--- config.mk ---
export PLATFORM = sky130hd
export DESIGN_NAME = rtc_time_core
export DESIGN_NICKNAME = d
export VERILOG_FILES = /design/src/rtl/rtc_time_core.sv
export SDC_FILE = /design/constraint.sdc
export NUM_CORES = 1
export LEC_CHECK = 0
export ABC_CLOCK_PERIOD_IN_PS = 2100
export CORE_MARGIN = 2
export CORE_UTILIZATION = 42
export DETAILED_ROUTE_END_ITERATION = 8
export GPL_TIMING_DRIVEN = 0
export PLACE_DENSITY = 0.71
export SYNTH_ARGS = -nofsm -noshare
export SYNTH_HDL_FRONTEND = slang
export SYNTH_SLANG_ARGS = --single-unit
--- constraint.sdc ---
create_clock -name clk -period 2.1 [get_ports clk]
set_input_delay 0.42 -clock clk [delete_from_list [all_inputs] [get_ports clk]]
set_output_delay 0.42 -clock clk [all_outputs]
set_load 0.01 [all_outputs]
--- src/rtl/rtc_time_core.sv ---
// rtc_time_core
//   Cascaded seconds/minutes/hours time-of-day counter for the RTC.
//   Advances on the one-cycle tc_time_base strobe. Accepts per-field
//   loads on the 6-bit load bus. Emits registered carry pulses for the
//   calendar logic. Provides a 12/24h display view.
//
//   Optional feature: define RTC_ALARM_EN to build the alarm
//   registers (addresses 100/101) and the alarm comparator. Without it,
//   alarm is tied low and alarm_ack is unused.
//
// Parameters
//   HOUR_MOD : hours per day, 2..32 (hours wrap HOUR_MOD-1 -> 0)
//   HW       : hour field width, 2^HW >= HOUR_MOD
// Ports
//   clk, reset        : clock, synchronous active-high reset
//   tc_time_base      : one-second strobe
//   hold              : ignore ticks (loads still act)
//   load/addrs/data_in: field write (0 sec, 1 min, 2 hour, 3 ctrl,
//                       4 alarm min, 5 alarm hour)
//   alarm_ack         : clears alarm
//   q_seconds/q_minutes/q_hours : raw time
//   disp_hours, pm    : display view (combinational)
//   tc_minute/tc_hour/tc_day    : carry pulses
//   load_err          : pulse on a rejected load
//   alarm             : sticky alarm flag
module rtc_time_core #(
  parameter int HOUR_MOD = 24,
  parameter int HW       = 5
) (
  input  logic          clk,
  input  logic          reset,
  input  logic          tc_time_base,
  input  logic          hold,
  input  logic          load,
  input  logic [2:0]    addrs,
  input  logic [5:0]    data_in,
  input  logic          alarm_ack,
  output logic [5:0]    q_seconds,
  output logic [5:0]    q_minutes,
  output logic [HW-1:0] q_hours,
  output logic [HW-1:0] disp_hours,
  output logic          pm,
  output logic          tc_minute,
  output logic          tc_hour,
  output logic          tc_day,
  output logic          load_err,
  output logic          alarm
);

  localparam logic [5:0]    SM_MAX    = 6'd59;
  localparam logic [5:0]    HOUR_LIM  = 6'(HOUR_MOD - 1);
  localparam logic [HW-1:0] HOUR_LAST = HW'(HOUR_MOD - 1);
  localparam logic [HW-1:0] H12       = HW'(12);
  localparam bit            MODE12_OK = (HOUR_MOD == 24);

  logic [5:0]    r_sec, r_min;
  logic [HW-1:0] r_hour;
  logic          r_mode;
  logic          r_tc_min, r_tc_hour, r_tc_day, r_load_err;

  logic          w_tick;
  logic          w_sec_wrap, w_min_wrap, w_hour_wrap;
  logic [5:0]    w_sec_next, w_min_next;
  logic [HW-1:0] w_hour_next;
  logic          w_bad_sm, w_bad_h;
  logic          w_load_err;
  logic          w_ctrl_wr;

  // Loads take the cycle: a coincident tick is dropped, no carries fire.
  assign w_tick      = tc_time_base & ~hold & ~load;

  assign w_sec_wrap  = (r_sec == SM_MAX);
  assign w_min_wrap  = w_sec_wrap & (r_min == SM_MAX);
  assign w_hour_wrap = w_min_wrap & (r_hour == HOUR_LAST);

  assign w_sec_next  = w_sec_wrap  ? 6'd0 : r_sec + 6'd1;
  assign w_min_next  = w_min_wrap  ? 6'd0 : (w_sec_wrap ? r_min + 6'd1 : r_min);
  assign w_hour_next = w_hour_wrap ? '0   : (w_min_wrap ? r_hour + HW'(1) : r_hour);

  // Range checks use the full 6-bit bus so upper bits cannot alias.
  assign w_bad_sm    = (data_in > SM_MAX);
  assign w_bad_h     = (data_in > HOUR_LIM);
  assign w_ctrl_wr   = load & (addrs == 3'b011);

  always_comb begin
    w_load_err = 1'b0;
    if (load) begin
      case (addrs)
        3'b000, 3'b001: w_load_err = w_bad_sm;
        3'b010:         w_load_err = w_bad_h;
`ifdef RTC_ALARM_EN
        3'b100:         w_load_err = w_bad_sm;
        3'b101:         w_load_err = w_bad_h;
`endif
        default:        w_load_err = 1'b0;
      endcase
    end
  end

  always_ff @(posedge clk) begin
    if (reset) begin
      r_sec      <= '0;
      r_min      <= '0;
      r_hour     <= '0;
      r_mode     <= 1'b0;
      r_tc_min   <= 1'b0;
      r_tc_hour  <= 1'b0;
      r_tc_day   <= 1'b0;
      r_load_err <= 1'b0;
    end else begin
      r_tc_min   <= w_tick & w_sec_wrap;
      r_tc_hour  <= w_tick & w_min_wrap;
      r_tc_day   <= w_tick & w_hour_wrap;
      r_load_err <= w_load_err;
      if (load) begin
        case (addrs)
          3'b000:  if (!w_bad_sm) r_sec  <= data_in;
          3'b001:  if (!w_bad_sm) r_min  <= data_in;
          3'b010:  if (!w_bad_h)  r_hour <= data_in[HW-1:0];
          3'b011:  r_mode <= data_in[0];
          default: ;
        endcase
      end else if (w_tick) begin
        r_sec  <= w_sec_next;
        r_min  <= w_min_next;
        r_hour <= w_hour_next;
      end
    end
  end

`ifdef RTC_ALARM_EN
  logic [5:0]    r_alm_min;
  logic [HW-1:0] r_alm_hour;
  logic          r_alarm;
  logic          w_alarm_hit;

  // Compare against the next-state time so the flag rises together with
  // the tick that reaches hh:mm:00. Loads never pass w_tick, so a load
  // onto the alarm time cannot fire it.
  assign w_alarm_hit = w_tick & w_sec_wrap & (w_min_next == r_alm_min) &
                       (w_hour_next == r_alm_hour);

  always_ff @(posedge clk) begin
    if (reset) begin
      r_alm_min  <= '0;
      r_alm_hour <= '0;
      r_alarm    <= 1'b0;
    end else begin
      if (load && addrs == 3'b100 && !w_bad_sm) r_alm_min  <= data_in;
      if (load && addrs == 3'b101 && !w_bad_h)  r_alm_hour <= data_in[HW-1:0];
      // Set wins over ack / control-write clear.
      if (w_alarm_hit)                r_alarm <= 1'b1;
      else if (alarm_ack || w_ctrl_wr) r_alarm <= 1'b0;
    end
  end

  assign alarm = r_alarm;
`else
  logic w_unused;
  assign w_unused = alarm_ack ^ w_ctrl_wr;
  assign alarm    = 1'b0;
`endif

  // 12h view only makes sense for a 24-hour day.
  always_comb begin
    disp_hours = r_hour;
    pm         = 1'b0;
    if (MODE12_OK && r_mode) begin
      pm = (r_hour >= H12);
      if (r_hour == '0)      disp_hours = H12;
      else if (r_hour > H12) disp_hours = r_hour - H12;
    end
  end

  assign q_seconds = r_sec;
  assign q_minutes = r_min;
  assign q_hours   = r_hour;
  assign tc_minute = r_tc_min;
  assign tc_hour   = r_tc_hour;
  assign tc_day    = r_tc_day;
  assign load_err  = r_load_err;

endmodule

**Word-level counts from Yosys, hierarchy flattened**

Cells that the tools add are included.

- $add $sub $neg: 4
- Multiply operators: 0
- Div/mod/pow operators: 0
- $lt $le $gt $ge: 4
- Equal/unequal tests: 11
- Shifts and indexed selects: 0
- Mux-type cells: 21
- Bitwise gates (word level): 9
- Reductions and logical operators: 11

Operator list:

| kind | number |
|---|---|
| 6-bit two-way mux | 10 |
| 5-bit two-way mux | 9 |
| 6-bit by 1-bit adder with 6-bit output, second input constant | 2 |
| 6-bit equality test, second input constant | 2 |
| 4-bit AND reduction | 2 |
| 1-bit bitwise AND | 7 |
| 3-bit by 2-bit equality test with 1-bit output, second input constant | 2 |
| 6-bit by 5-bit > comparator with 1-bit output, second input constant | 1 |
| 6-bit > comparator, second input constant | 1 |
| 2-bit by 1-bit inequality test with 1-bit output, second input constant | 3 |
| 3-bit nonzero test | 2 |
| 5-bit by 1-bit adder with 5-bit output, second input constant | 1 |
| 5-bit equality test, second input constant | 1 |
| 5-bit by 4-bit >= comparator with 1-bit output, second input constant | 1 |
| 5-bit by 4-bit > comparator with 1-bit output, second input constant | 1 |
| 5-bit zero test | 1 |
| 5-bit by 4-bit subtractor with 5-bit output, second input constant | 1 |
| 2-bit inequality test, second input constant | 2 |
| 2-bit OR reduction | 2 |
| 3-bit by 1-bit equality test with 1-bit output, second input constant | 1 |
| 3-bit zero test | 1 |
| 3-bit AND reduction | 1 |
| 1-bit inverter | 2 |
| 1-bit case mux with 2 select lines | 1 |
| 3 further kinds | 3 |

- Register bits: 22
- Bits in latches: 0
- RAM bits: 0
- ROM bits: 0
- Input port bits: 15
- Output and inout bits: 28
- Memories kept: 0

**Depth between registers and ports, before layout**

Gate-level depths: netlist of run 1.

- Word-level depth: 6
- Depth in mapped cells: 7
- Depth with buffers taken out: 7

**Worst setup path after synthesis of run 1**

OpenSTA, ideal clock, no wires.

- Path kind: flip-flop to output port
- Start point: register r_hour[2] (netlist: q_hours[2])
- End point: output disp_hours[4]
- Arrival time: 1.419 ns
- Slack: 0.261 ns
- Stages on the path, launching flop included: 4
- Cell sequence: dfxtp_1 -> ha_1 -> or4_1 -> a21boi_0

- Cells in the longest elaborated chain, start to end: 4

Ends and longest elaborated chain:

| item | RTL line | source |
|---|---|---|
| start, declared | 57 | `logic [HW-1:0] r_hour;` |
| start signal, assigned | 119 | `3'b010: if (!w_bad_h) r_hour <= data_in[HW-1:0];` |
| start signal, assigned | 126 | `r_hour <= w_hour_next;` |
| 5-bit by 4-bit subtractor with 5-bit output or 5-bit by 4-bit > comparator with 1-bit output (tied branches) | 171 | `else if (r_hour > H12) disp_hours = r_hour - H12;` |
| 5-bit two-way mux | 171 |  |
| 5-bit two-way mux * | 170 | `if (r_hour == '0) disp_hours = H12;` |
| 5-bit two-way mux * | 168 | `if (MODE12_OK && r_mode) begin` |
| end, declared | 41 | `output logic [HW-1:0] disp_hours,` |

Every way passes the cells marked *; elsewhere a longest branch is shown, timed or not.

**Worst setup path in the final report of run 1**

- Start point: register r_mode
- End point: output disp_hours[4]

- Cells in the longest elaborated chain, start to end: 1

Ends and longest elaborated chain:

| item | RTL line | source |
|---|---|---|
| start, declared | 58 | `logic r_mode;` |
| start signal, assigned | 120 | `3'b011: r_mode <= data_in[0];` |
| 5-bit two-way mux | 168 |  |

Every way passes these cells.

==> results of run 1 <==
==> layout make-up <==
type / instances / area, sq um
timing repair buffer: 41 / 384
buffer: 8 / 52.6
tap: 48 / 60.1
inverter: 10 / 37.5
clock buffer: 4 / 55.1
fill: 349 / 1530
multi-input combinational: 157 / 1060
sequential: 22 / 453
==> Yosys cell counts, types with 3 or more instances <==
master / n
ha_1: 7
nand2_1: 24
o31ai_1: 3
inv_1: 10
and3_1: 3
nor2_1: 21
nand3_1: 6
mux2i_1: 3
nand4_1: 4
a21oi_1: 15
o41ai_1: 3
nand2b_1: 6
buf_2: 3
dfxtp_1: 22
o21ai_0: 14
nor3_1: 4
and2_1: 3
==> metal layers <==
layer | share of wire | up-vias | global-route usage | wire [microns]
li1 | - | 804 | - | -
met1 | 0.48 | 739 | 0.274 | 1950
met5 | 0 | - | 0 | 0
met2 | 0.44 | 53 | 0.300 | 1780
met4 | 0.026 | 0 | 0.0833 | 107
met3 | 0.051 | 13 | 0.0411 | 205
==> kinds of logic (layout without fill, tap and decap cells) <==
| kind of cell | count (synthesis) | in the layout | share of synthesized area |
|---|---|---|---|
| XOR/XNOR | 2 | 2 | 0.0111 |
| AND/OR/NAND/NOR | 87 | 87 | 0.306 |
| flip-flops | 22 | 22 | 0.279 |
| AO/OA/AOI/OAI | 57 | 57 | 0.268 |
| buffers and inverters | 19 | 63 | 0.0594 |
| adder cells (fa/ha/maj) | 7 | 7 | 0.0554 |
| multiplexers | 3 | 3 | 0.0190 |
| other | 1 | 1 | 0.00237 |
==> worst register-to-register path, stage by stage (launching register included) <==
cell	delay, ns
dfxtp_1	0.42
ha_1	0.27
nand2b_1	0.14
or2_1	0.29
o21ai_2	0.17
buf_6	0.16
o21ai_1	0.07
a32o_1	0.25
==> metrics by stage <==
stage	std cells	setup TNS (ns)	instance area (sq um)	utilization
6_report	290	0	2100	0.579
2_1_floorplan	198	0	1580	-
3_5_place_dp	284	-0.675	2020	0.556
4_1_cts	289	0	2090	0.575
3_3_place_gp	284	-0.630	2020	0.556
5_1_grt	290	0	2100	0.579
==> where the power goes <==
part	total (mW)	leakage, nW	internal (mW)	switching [mW]
combinational	0.180	0.597	0.0870	0.0929
clock	0.315	0.0288	0.167	0.148
sequential	0.447	0.182	0.427	0.0199
==> flip-flops by register name, indices dropped and copies added, names as in the netlist <==
signal / flops
q_minutes: 6
q_seconds: 6
q_hours: 5
load_err: 1
r_mode: 1
tc_day: 1
tc_hour: 1
tc_minute: 1
==> final timing paths <==
kind                     start       endpoint  slack (ns)  cells past startpoint
setup / recovery        r_mode  disp_hours[4]        0.12                      4
hold / removal            load       load_err        0.53                      3
setup reg to reg  q_minutes[0]     q_hours[2]        0.24                      7
hold reg to reg   q_seconds[1]   q_seconds[1]        0.56                      2
==> what timing repair did <==
action	4_1_cts	5_1_grt
pin swaps	1	2
resized for setup	19	6
endpoints found under the setup margin	6	2
setup buffers	2	1
==> out/results.tsv, run 1 <==
stage	metric	value	unit
worst_setup_path	endpoint_kind	primary output	
timing	hold_viol_final	0	
yosys	synthTopCellsByArea	dfxtp_1, nand2_1, ha_1, nor2_1, a21oi_1	
timing	skew	0.00632	ns
yosys	yosysWarnings	0	
routing	drt-pass1-iter-count	4	
min_path	hold_class	primary input to flip-flop	
routing	avgViaCountPerCell	5.55	
routing	drc	0	
power	powerDensity	448	nW/um^2
worst_setup_path	slowest_delay	0.52	ns
power	power_leakage	0.807	nW
global_routing	first_global_vias	1471	
routing	ant_nets	0	
final_layout	layout_common_cells	clkdlybuf4s50_1, nand2_1, nor2_1	
yosys	synth_ff_type	dfxtp_1	
global_routing	grt_max_degree	13	
placed_design	place_worst_setup_slack	-0.250	ns
routing	wl	4050	microns
global_routing	grt_usage	0.199	
final_layout	antenna_cells	0	
final_layout	area_growth	33.1	%
final_layout	final_layout_size_suffix_gt1_frac	0.136	
floorplanning	pin_count	43	
timing	period_share	0.942	
yosys	synth_top_area_cell	dfxtp_1	
power	ir_drop	0.421	mV
placed_design	place.gp.congestion	0.807	
floorplanning	dieArea	4270	sq um
yosys	synth_nets	220	
clocking	cts_sinks	22	
floorplanning	rows	22	
floorplanning	core-area	3630	sq um
run_status	status	completed	
clocking	cts_tree	yes	
timing	slew-limit-headroom	0.613	
floorplanning	start_util	0.435	
clocking	numCtsBuffers	3	
worst_setup_path	worstSetupStartpointType	flip-flop	
yosys	synth_edf_count	0	
worst_setup_path	critical_path.top_delay_family	simple AND/OR/NAND/NOR gates	
placed_design	port_buffers	38	
global_routing	grt_pass1_wl	6660	microns
final_layout	fin_nets	265	
worst_setup_path	worst-path-max-fanout	5	
routing	wl_per_cell	14.0	microns
timing	tightestPinTransition	0.572	ns
clocking	clk_path_buf_depth	2	
clocking	root_buffer	clkbuf_8	
clocking	clkSlewWorstSetupHoldPaths	0.09	ns
timing	fmax	505	MHz
timing	finalSetupViolCount	0	
yosys	synth.ff_latch_count	22	
floorplanning	dieWidth	65.3	microns
floorplanning	die_h	65.3	microns
worst_setup_path	slowest_stage	or4_1	
yosys	async_flop_share	0	
job	cap_viol_max_count	0	
routing	num_vias	1609	
timing	worst_slack	0.121	ns
clocking	clock_latency	0.27	ns
worst_setup_path	crit_arrival	1.56	ns
yosys	avgSynthCellArea	7.98	sq um
worst_setup_path	path_class	flip-flop to primary output	
worst_setup_path	path_buf_inv	2	
yosys	seq_area_frac_synth	0.279	
yosys	syn_inst	198	
timing	rsz0062_at_grt	false	
timing	period_needed	1.98	ns
clocking	postCtsHoldBufs	0	
global_routing	overflow	0	
yosys	yosysTopAreaCellShare	0.279	
routing	drt_iter0_drc	94	
yosys	syn_area	1580	sq um
clocking	htree_levels	1	
worst_setup_path	worstPathRequired	1.68	ns
worst_setup_path	crit_chain	inv_1 -> or4_1 -> a21boi_1 -> buf_2	
timing	drv_slew	0	
final_layout	layout_commonest_cell	clkdlybuf4s50_1	
global_routing	antenna_found_initial	0	
yosys	synth.distinct_cells	57	
timing	hold_ws	0.529	ns
placed_design	dp_hpwl	2990	microns
power	total_power	943	uW
Power figures use the tool's default switching activity.
==> run 2, diff against run 1 <==
--- a/config.mk
+++ b/config.mk
@@ -6,9 +6,11 @@
 export NUM_CORES = 1
 export LEC_CHECK = 0
 export ABC_CLOCK_PERIOD_IN_PS = 2100
+export CAP_MARGIN = 20
 export CORE_MARGIN = 2
 export CORE_UTILIZATION = 42
 export DETAILED_ROUTE_END_ITERATION = 8
+export GPL_ROUTABILITY_DRIVEN = 0
 export GPL_TIMING_DRIVEN = 0
 export PLACE_DENSITY = 0.71
 export SYNTH_ARGS = -nofsm -noshare
==> results of run 2 <==
No change in the layout: final DEF, timing and power equal those of run 1.
